### src/rtl/ctrl_pkg.sv
// Shared encodings for the multi-cycle control unit: FSM states, opcodes,
// instruction classes and the datapath mux/select codes.
package ctrl_pkg;

    typedef enum logic [2:0] {
        S_IDLE   = 3'd0,
        S_FETCH  = 3'd1,
        S_DECODE = 3'd2,
        S_EXEC   = 3'd3,
        S_MEM    = 3'd4,
        S_WB     = 3'd5,
        S_TRAP   = 3'd6
    } state_t;

    typedef enum logic [2:0] {
        C_R      = 3'd0,
        C_IALU   = 3'd1,
        C_LOAD   = 3'd2,
        C_STORE  = 3'd3,
        C_BRANCH = 3'd4,
        C_JAL    = 3'd5,
        C_LUI    = 3'd6,
        C_ILL    = 3'd7
    } iclass_t;

    localparam logic [6:0] OP_R      = 7'b0110011;
    localparam logic [6:0] OP_IALU   = 7'b0010011;
    localparam logic [6:0] OP_LOAD   = 7'b0000011;
    localparam logic [6:0] OP_STORE  = 7'b0100011;
    localparam logic [6:0] OP_BRANCH = 7'b1100011;
    localparam logic [6:0] OP_JAL    = 7'b1101111;
    localparam logic [6:0] OP_LUI    = 7'b0110111;

    localparam logic [2:0] IMM_I = 3'd0;
    localparam logic [2:0] IMM_S = 3'd1;
    localparam logic [2:0] IMM_B = 3'd2;
    localparam logic [2:0] IMM_U = 3'd3;
    localparam logic [2:0] IMM_J = 3'd4;

    localparam logic [1:0] WB_ALU = 2'd0;
    localparam logic [1:0] WB_MEM = 2'd1;
    localparam logic [1:0] WB_PC4 = 2'd2;
    localparam logic [1:0] WB_IMM = 2'd3;

    localparam logic [1:0] ASA_PC    = 2'd0;
    localparam logic [1:0] ASA_RS1   = 2'd1;
    localparam logic [1:0] ASA_OLDPC = 2'd2;

    localparam logic [1:0] ASB_RS2  = 2'd0;
    localparam logic [1:0] ASB_IMM  = 2'd1;
    localparam logic [1:0] ASB_FOUR = 2'd2;

    localparam logic [1:0] ALU_ADD   = 2'd0;
    localparam logic [1:0] ALU_SUB   = 2'd1;
    localparam logic [1:0] ALU_FUNCT = 2'd2;

endpackage

### src/rtl/opcode_class_dec.sv
// Combinational opcode decode into instruction class, immediate format
// and legality flag.
module opcode_class_dec
    import ctrl_pkg::*;
(
    input  logic [6:0] i_opcode,
    output iclass_t    o_class,
    output logic [2:0] o_imm_sel,
    output logic       o_legal
);

    always_comb begin
        o_class   = C_ILL;
        o_imm_sel = IMM_I;
        o_legal   = 1'b1;
        unique case (i_opcode)
            OP_R:      o_class = C_R;
            OP_IALU:   o_class = C_IALU;
            OP_LOAD:   o_class = C_LOAD;
            OP_STORE: begin
                o_class   = C_STORE;
                o_imm_sel = IMM_S;
            end
            OP_BRANCH: begin
                o_class   = C_BRANCH;
                o_imm_sel = IMM_B;
            end
            OP_JAL: begin
                o_class   = C_JAL;
                o_imm_sel = IMM_J;
            end
            OP_LUI: begin
                o_class   = C_LUI;
                o_imm_sel = IMM_U;
            end
            default:   o_legal = 1'b0;
        endcase
    end

endmodule

### src/rtl/multicycle_ctrl.sv
// Multi-cycle control FSM sequencing the shared datapath.
// CTRL_PERF_CNT_EN adds cycle/instret counters; otherwise they read 0.
module multicycle_ctrl
    import ctrl_pkg::*;
#(
    parameter int CNT_W = 32
) (
    input  logic             clk,
    input  logic             rst_n,
    input  logic [31:0]      instr,
    input  logic             br_cond,
    input  logic             mem_ready,
    output logic             mem_req,
    output logic             mem_we,
    output logic             adr_src,
    output logic             ir_we,
    output logic             pc_we,
    output logic             reg_we,
    output logic             pc_src,
    output logic [1:0]       wb_sel,
    output logic [1:0]       alu_src_a,
    output logic [1:0]       alu_src_b,
    output logic [1:0]       alu_op,
    output logic [2:0]       imm_sel,
    output logic             illegal,
    output logic [CNT_W-1:0] cycle_cnt,
    output logic [CNT_W-1:0] instret_cnt
);

    state_t     r_state;
    state_t     w_next;
    iclass_t    w_class;
    logic [2:0] w_imm;
    logic       w_legal;
    logic       w_unused;

    assign w_unused = ^instr[31:7];

    opcode_class_dec u_dec (
        .i_opcode  (instr[6:0]),
        .o_class   (w_class),
        .o_imm_sel (w_imm),
        .o_legal   (w_legal)
    );

    always_ff @(posedge clk or negedge rst_n) begin
        if (!rst_n) r_state <= S_IDLE;
        else        r_state <= w_next;
    end

    always_comb begin
        w_next    = r_state;
        mem_req   = 1'b0;
        mem_we    = 1'b0;
        adr_src   = 1'b0;
        ir_we     = 1'b0;
        pc_we     = 1'b0;
        reg_we    = 1'b0;
        pc_src    = 1'b0;
        wb_sel    = WB_ALU;
        alu_src_a = ASA_PC;
        alu_src_b = ASB_RS2;
        alu_op    = ALU_ADD;
        imm_sel   = IMM_I;
        illegal   = 1'b0;
        unique case (r_state)
            S_IDLE: w_next = S_FETCH;
            S_FETCH: begin
                mem_req   = 1'b1;
                alu_src_b = ASB_FOUR;
                if (mem_ready) begin
                    ir_we  = 1'b1;
                    pc_we  = 1'b1;
                    w_next = S_DECODE;
                end
            end
            S_DECODE: begin
                imm_sel   = w_imm;
                alu_src_a = ASA_OLDPC;
                alu_src_b = ASB_IMM;
                w_next    = w_legal ? S_EXEC : S_TRAP;
            end
            S_EXEC: begin
                imm_sel = w_imm;
                w_next  = S_FETCH;
                unique case (w_class)
                    C_R: begin
                        alu_src_a = ASA_RS1;
                        alu_op    = ALU_FUNCT;
                        w_next    = S_WB;
                    end
                    C_IALU: begin
                        alu_src_a = ASA_RS1;
                        alu_src_b = ASB_IMM;
                        alu_op    = ALU_FUNCT;
                        w_next    = S_WB;
                    end
                    C_LOAD, C_STORE: begin
                        alu_src_a = ASA_RS1;
                        alu_src_b = ASB_IMM;
                        w_next    = S_MEM;
                    end
                    C_BRANCH: begin
                        alu_src_a = ASA_RS1;
                        alu_op    = ALU_SUB;
                        pc_src    = 1'b1;
                        pc_we     = br_cond;
                    end
                    C_JAL: begin
                        pc_we  = 1'b1;
                        pc_src = 1'b1;
                        reg_we = 1'b1;
                        wb_sel = WB_PC4;
                    end
                    C_LUI: begin
                        reg_we = 1'b1;
                        wb_sel = WB_IMM;
                    end
                    default: w_next = S_TRAP;
                endcase
            end
            S_MEM: begin
                imm_sel = w_imm;
                mem_req = 1'b1;
                adr_src = 1'b1;
                mem_we  = (w_class == C_STORE);
                if (mem_ready)
                    w_next = (w_class == C_STORE) ? S_FETCH : S_WB;
            end
            S_WB: begin
                imm_sel = w_imm;
                reg_we  = 1'b1;
                wb_sel  = (w_class == C_LOAD) ? WB_MEM : WB_ALU;
                w_next  = S_FETCH;
            end
            S_TRAP: illegal = 1'b1;
            default: w_next = S_IDLE;
        endcase
    end

`ifdef CTRL_PERF_CNT_EN
    logic [CNT_W-1:0] r_cycle;
    logic [CNT_W-1:0] r_instret;
    logic             w_retire;

    // An instruction retires when control returns to FETCH from its tail.
    assign w_retire = (w_next == S_FETCH) &&
                      (r_state inside {S_EXEC, S_MEM, S_WB});

    always_ff @(posedge clk or negedge rst_n) begin
        if (!rst_n) begin
            r_cycle   <= '0;
            r_instret <= '0;
        end else begin
            if (r_state != S_TRAP) r_cycle <= r_cycle + CNT_W'(1);
            if (w_retire) r_instret <= r_instret + CNT_W'(1);
        end
    end

    assign cycle_cnt   = r_cycle;
    assign instret_cnt = r_instret;
`else
    assign cycle_cnt   = '0;
    assign instret_cnt = '0;
`endif

endmodule

### config.mk
export PLATFORM = sky130hd
export DESIGN_NAME = multicycle_ctrl
export DESIGN_NICKNAME = d
export VERILOG_FILES = /design/src/rtl/ctrl_pkg.sv /design/src/rtl/opcode_class_dec.sv /design/src/rtl/multicycle_ctrl.sv
export SDC_FILE = /design/constraint.sdc
export NUM_CORES = 1
export LEC_CHECK = 0
export ABC_CLOCK_PERIOD_IN_PS = 1700
export BUFFER_PORTS_ARGS = -buffer_cell sky130_fd_sc_hd__buf_2
export CAP_MARGIN = 20
export CORE_UTILIZATION = 26
export CTS_BUF_LIST = sky130_fd_sc_hd__clkbuf_4 sky130_fd_sc_hd__clkbuf_8 sky130_fd_sc_hd__clkbuf_16
export DETAILED_ROUTE_END_ITERATION = 12
export GPL_TIMING_DRIVEN = 0
export SKIP_CTS_REPAIR_TIMING = 1
export SYNTH_ARGS = -nofsm -noshare
export SYNTH_HDL_FRONTEND = slang
export SYNTH_SLANG_ARGS = --single-unit
export TNS_END_PERCENT = 20
### constraint.sdc
create_clock -name clk -period 1.7 [get_ports clk]
set_input_delay 0 -clock clk [delete_from_list [all_inputs] [get_ports clk]]
set_output_delay 0 -clock clk [all_outputs]
set_load 0.005 [all_outputs]
==> flow_summary_export.csv <==
group,metric,value,unit
layout,diodes,0,
clock_tree,cts_sinks,3,
timing,max-slew-margin-rel,60.5,%
layout,top_regs,"r_state x3",
global_routing,antenna_found_initial,0,
placement,dp_hpwl,2250,µm
clock_tree,cts_buffers,3,
layout,area_growth,47.0,%
critical_path,crit_required,1700,ps
timing,holdWs,108,ps
clock_tree,clkLatencyLatePin,220,ps
timing,worst_slack,96.1,ps
logic_synthesis,seq_area_frac_synth,6.40,%
global_routing,grt.total_usage,10.6,%
logic_synthesis,synth-edff-count,0,
critical_path,cp_max_fo,10,
die,die_h,69.2,µm
timing,drv_slew,0,
placement,routabilityCongestion,0.893,
timing,min_period,1600,ps
critical_path,path_buf_inv,2,
critical_path,slowest_stage,"dfrtp_2",
clock_tree,clock-root-buffer,"clkbuf_8",
die,fp.dieW,69.2,µm
logic_synthesis,postSynthCellCount,168,
logic_synthesis,ys.flop_type,"dfrtp_1",
critical_path,cp_top_family,"flip-flops",
power,p_leak,1.00,nW
layout,fin_nets,305,
clock_tree,cts_tree,"done",
layout,largest_register_ffs,3,
routing,route.vias.total,1241,
power,total_power,1.19,mW
logic_synthesis,synth_area_per_cell,6.98,µm²
clock_tree,clockBufferDepth,2,
logic_synthesis,synth_area_leaders,"buf_4 41%, dfrtp_1 6.4%, nor2_1 3.2%",
die,die_area,4780,µm²
logic_synthesis,synth.top_cells.by_count,"64 x buf_4, 10 x nor2_1, 7 x a21oi_1, 7 x inv_1, 7 x nand2_1",
critical_path,r2r_end,"r_state[1]$_DFFE_PN0P_",
layout,drive_gt1_share,44.0,%
logic_synthesis,synth_seq_cells,3,
logic_synthesis,synth_top_area_share,41.0,%
routing,drtPass1Iterations,4,
timing,post-route-period-util,94.3,%
logic_synthesis,synthArstFlopShare,100,%
critical_path,cp_num_cells,5,
critical_path,critPathCaptureType,"primary output",
global_routing,grt_pass1_wl,4230,µm
critical_path,startpoint,"r_state[2]$_DFFE_PN0P_",
critical_path,r2r_start,"r_state[1]$_DFFE_PN0P_",
global_routing,overflow,0,
die,start_util,26.9,%
die,num_rows,24,
critical_path,crit_end,"imm_sel[1]",
global_routing,grt_pass1_vias,955,
routing,wire_per_inst,8.86,µm
routing,postRouteAntennaNets,0,
routing,drt-vias-per-instance,3.90,
logic_synthesis,synth.distinct_cells,42,
routing,drtIter0Drc,43,
global_routing,grt_max_degree,11,
placement,post-place-ws,-57.7,ps
routing,drt_wl_total,2820,µm
critical_path,reg2reg_slack,150,ps
power,powerDensity,690,nW/µm²
power,worst_ir_drop_vdd,257,µV
critical_path,cp_data_arrival_time,1600,ps
status,status,"finished, final reports clean",
logic_synthesis,synth_top_area_cell,"buf_4",
timing,setup_viol,0,
critical_path,r2r_cells,5,
layout,largest_register,"r_state",
logic_synthesis,synthMostInstantiatedCell,"buf_4",
timing,finalClockSkew,4.05,ps
routing,drc,0,
clock_tree,clkTransAtPathRegs,30,ps
logic_synthesis,yosysWarnings,0,
worst_hold_path,worstHoldPathType,"primary input to asynchronous set/reset pin",
clock_tree,cts-htree-levels,1,
timing,hold_violations,0,
job,drv_cap,0,
critical_path,max_stage_delay,440,ps
timing,tightest_slew,585,ps
die,io_pins,119,
timing,fmax,0.623,GHz
critical_path,crit_chain,"inv_2 -> ha_1 -> nand2b_1 -> nor4b_2 -> buf_2",
logic_synthesis,syn_area,1170,µm²
critical_path,critical_path_class,"flip-flop to primary output",
die,core_region_area,4350,µm²
critical_path,startpoint_type,"flip-flop",
placement,portBuffers,28,
## cell families after synthesis
group	count (synthesis)	share of synthesized area, %
AOI/OAI and AO/OA	29	17.0
xor gates and xnor gates	1	0.747
adders and majority gates	2	2.13
buffers and inverters	77	46.0
DFF	3	6.40
other	1	0.320
and+or+nand+nor	55	27.4
## final cells by class
| type | instances | area (µm²) |
|---|---|---|
| clock buffers | 4 | 48.8 |
| flip-flops and latches | 3 | 76.3 |
| well taps | 52 | 65.1 |
| fillers | 480 | 2630 |
| repair buffers | 31 | 165 |
| plain buffers | 70 | 522 |
| multi-input cells | 151 | 820 |
| inverters | 7 | 26.3 |
## placed cells by master (no fill, tap or decap), types with 2 or more instances in the layout
cell type	n
buf_6	2
nand3_1	5
conb_1	64
nor2_1	9
a211oi_2	2
buf_2	31
clkbuf_8	3
o22ai_1	2
nor4b_1	2
dfrtp_1	2
a21o_1	2
nand3b_1	3
ha_1	2
or3_1	2
nand2b_1	4
buf_4	66
nor4_1	6
o21ai_0	5
a21oi_1	7
nor3_1	4
inv_1	6
nand2_1	7
## worst min path at each step
| stage | end | slack [ps] | cells after the start |
|---|---|---|---|
| floorplan | r_state[0]$_DFFE_PN0P_ | -300 | 0 |
| global placement | r_state[1]$_DFFE_PN0P_ | -200 | 1 |
| detailed placement | r_state[2]$_DFFE_PN0P_ | -200 | 1 |
| CTS | r_state[2]$_DFFE_PN0P_ | -440 | 1 |
| global route | r_state[1]$_DFFE_PN0P_ | 150 | 2 |
| finish | r_state[1]$_DFFE_PN0P_ | 110 | 2 |
## routing by layer
layer	global-route usage, %	wire length [µm]	vias up
met2	18.2	1380	65
met5	0	0	-
met4	5.22	34	0
met3	1.17	204	4
met1	12.9	1200	519
li1	-	-	653
## worst reg2reg max path, cell delays in order (launching register included)
cell and delay (ps):
dfrtp_1 400, buf_6 160, nand3b_1 190, buf_4 200, or3_1 340, o221ai_1 170
## per-stage QoR
stage,utilization [%],std cells,setup TNS [ps],instance area (µm²)
floorplan,-,231,0,1410
global placement,37.1,311,-109,1610
detailed placement,37.1,311,-57.7,1610
CTS,38.2,315,-1170,1660
global route,39.6,318,-67.8,1720
finish,39.6,318,0,1720
## report_power, final
part           leakage (nW)  total, mW  internal [mW]  switching, mW
logic                 0.941      0.801          0.392          0.410
clock network        0.0262      0.229          0.176         0.0524
registers            0.0357      0.159          0.112         0.0478
No activity file was read; power rests on OpenSTA's default activity.
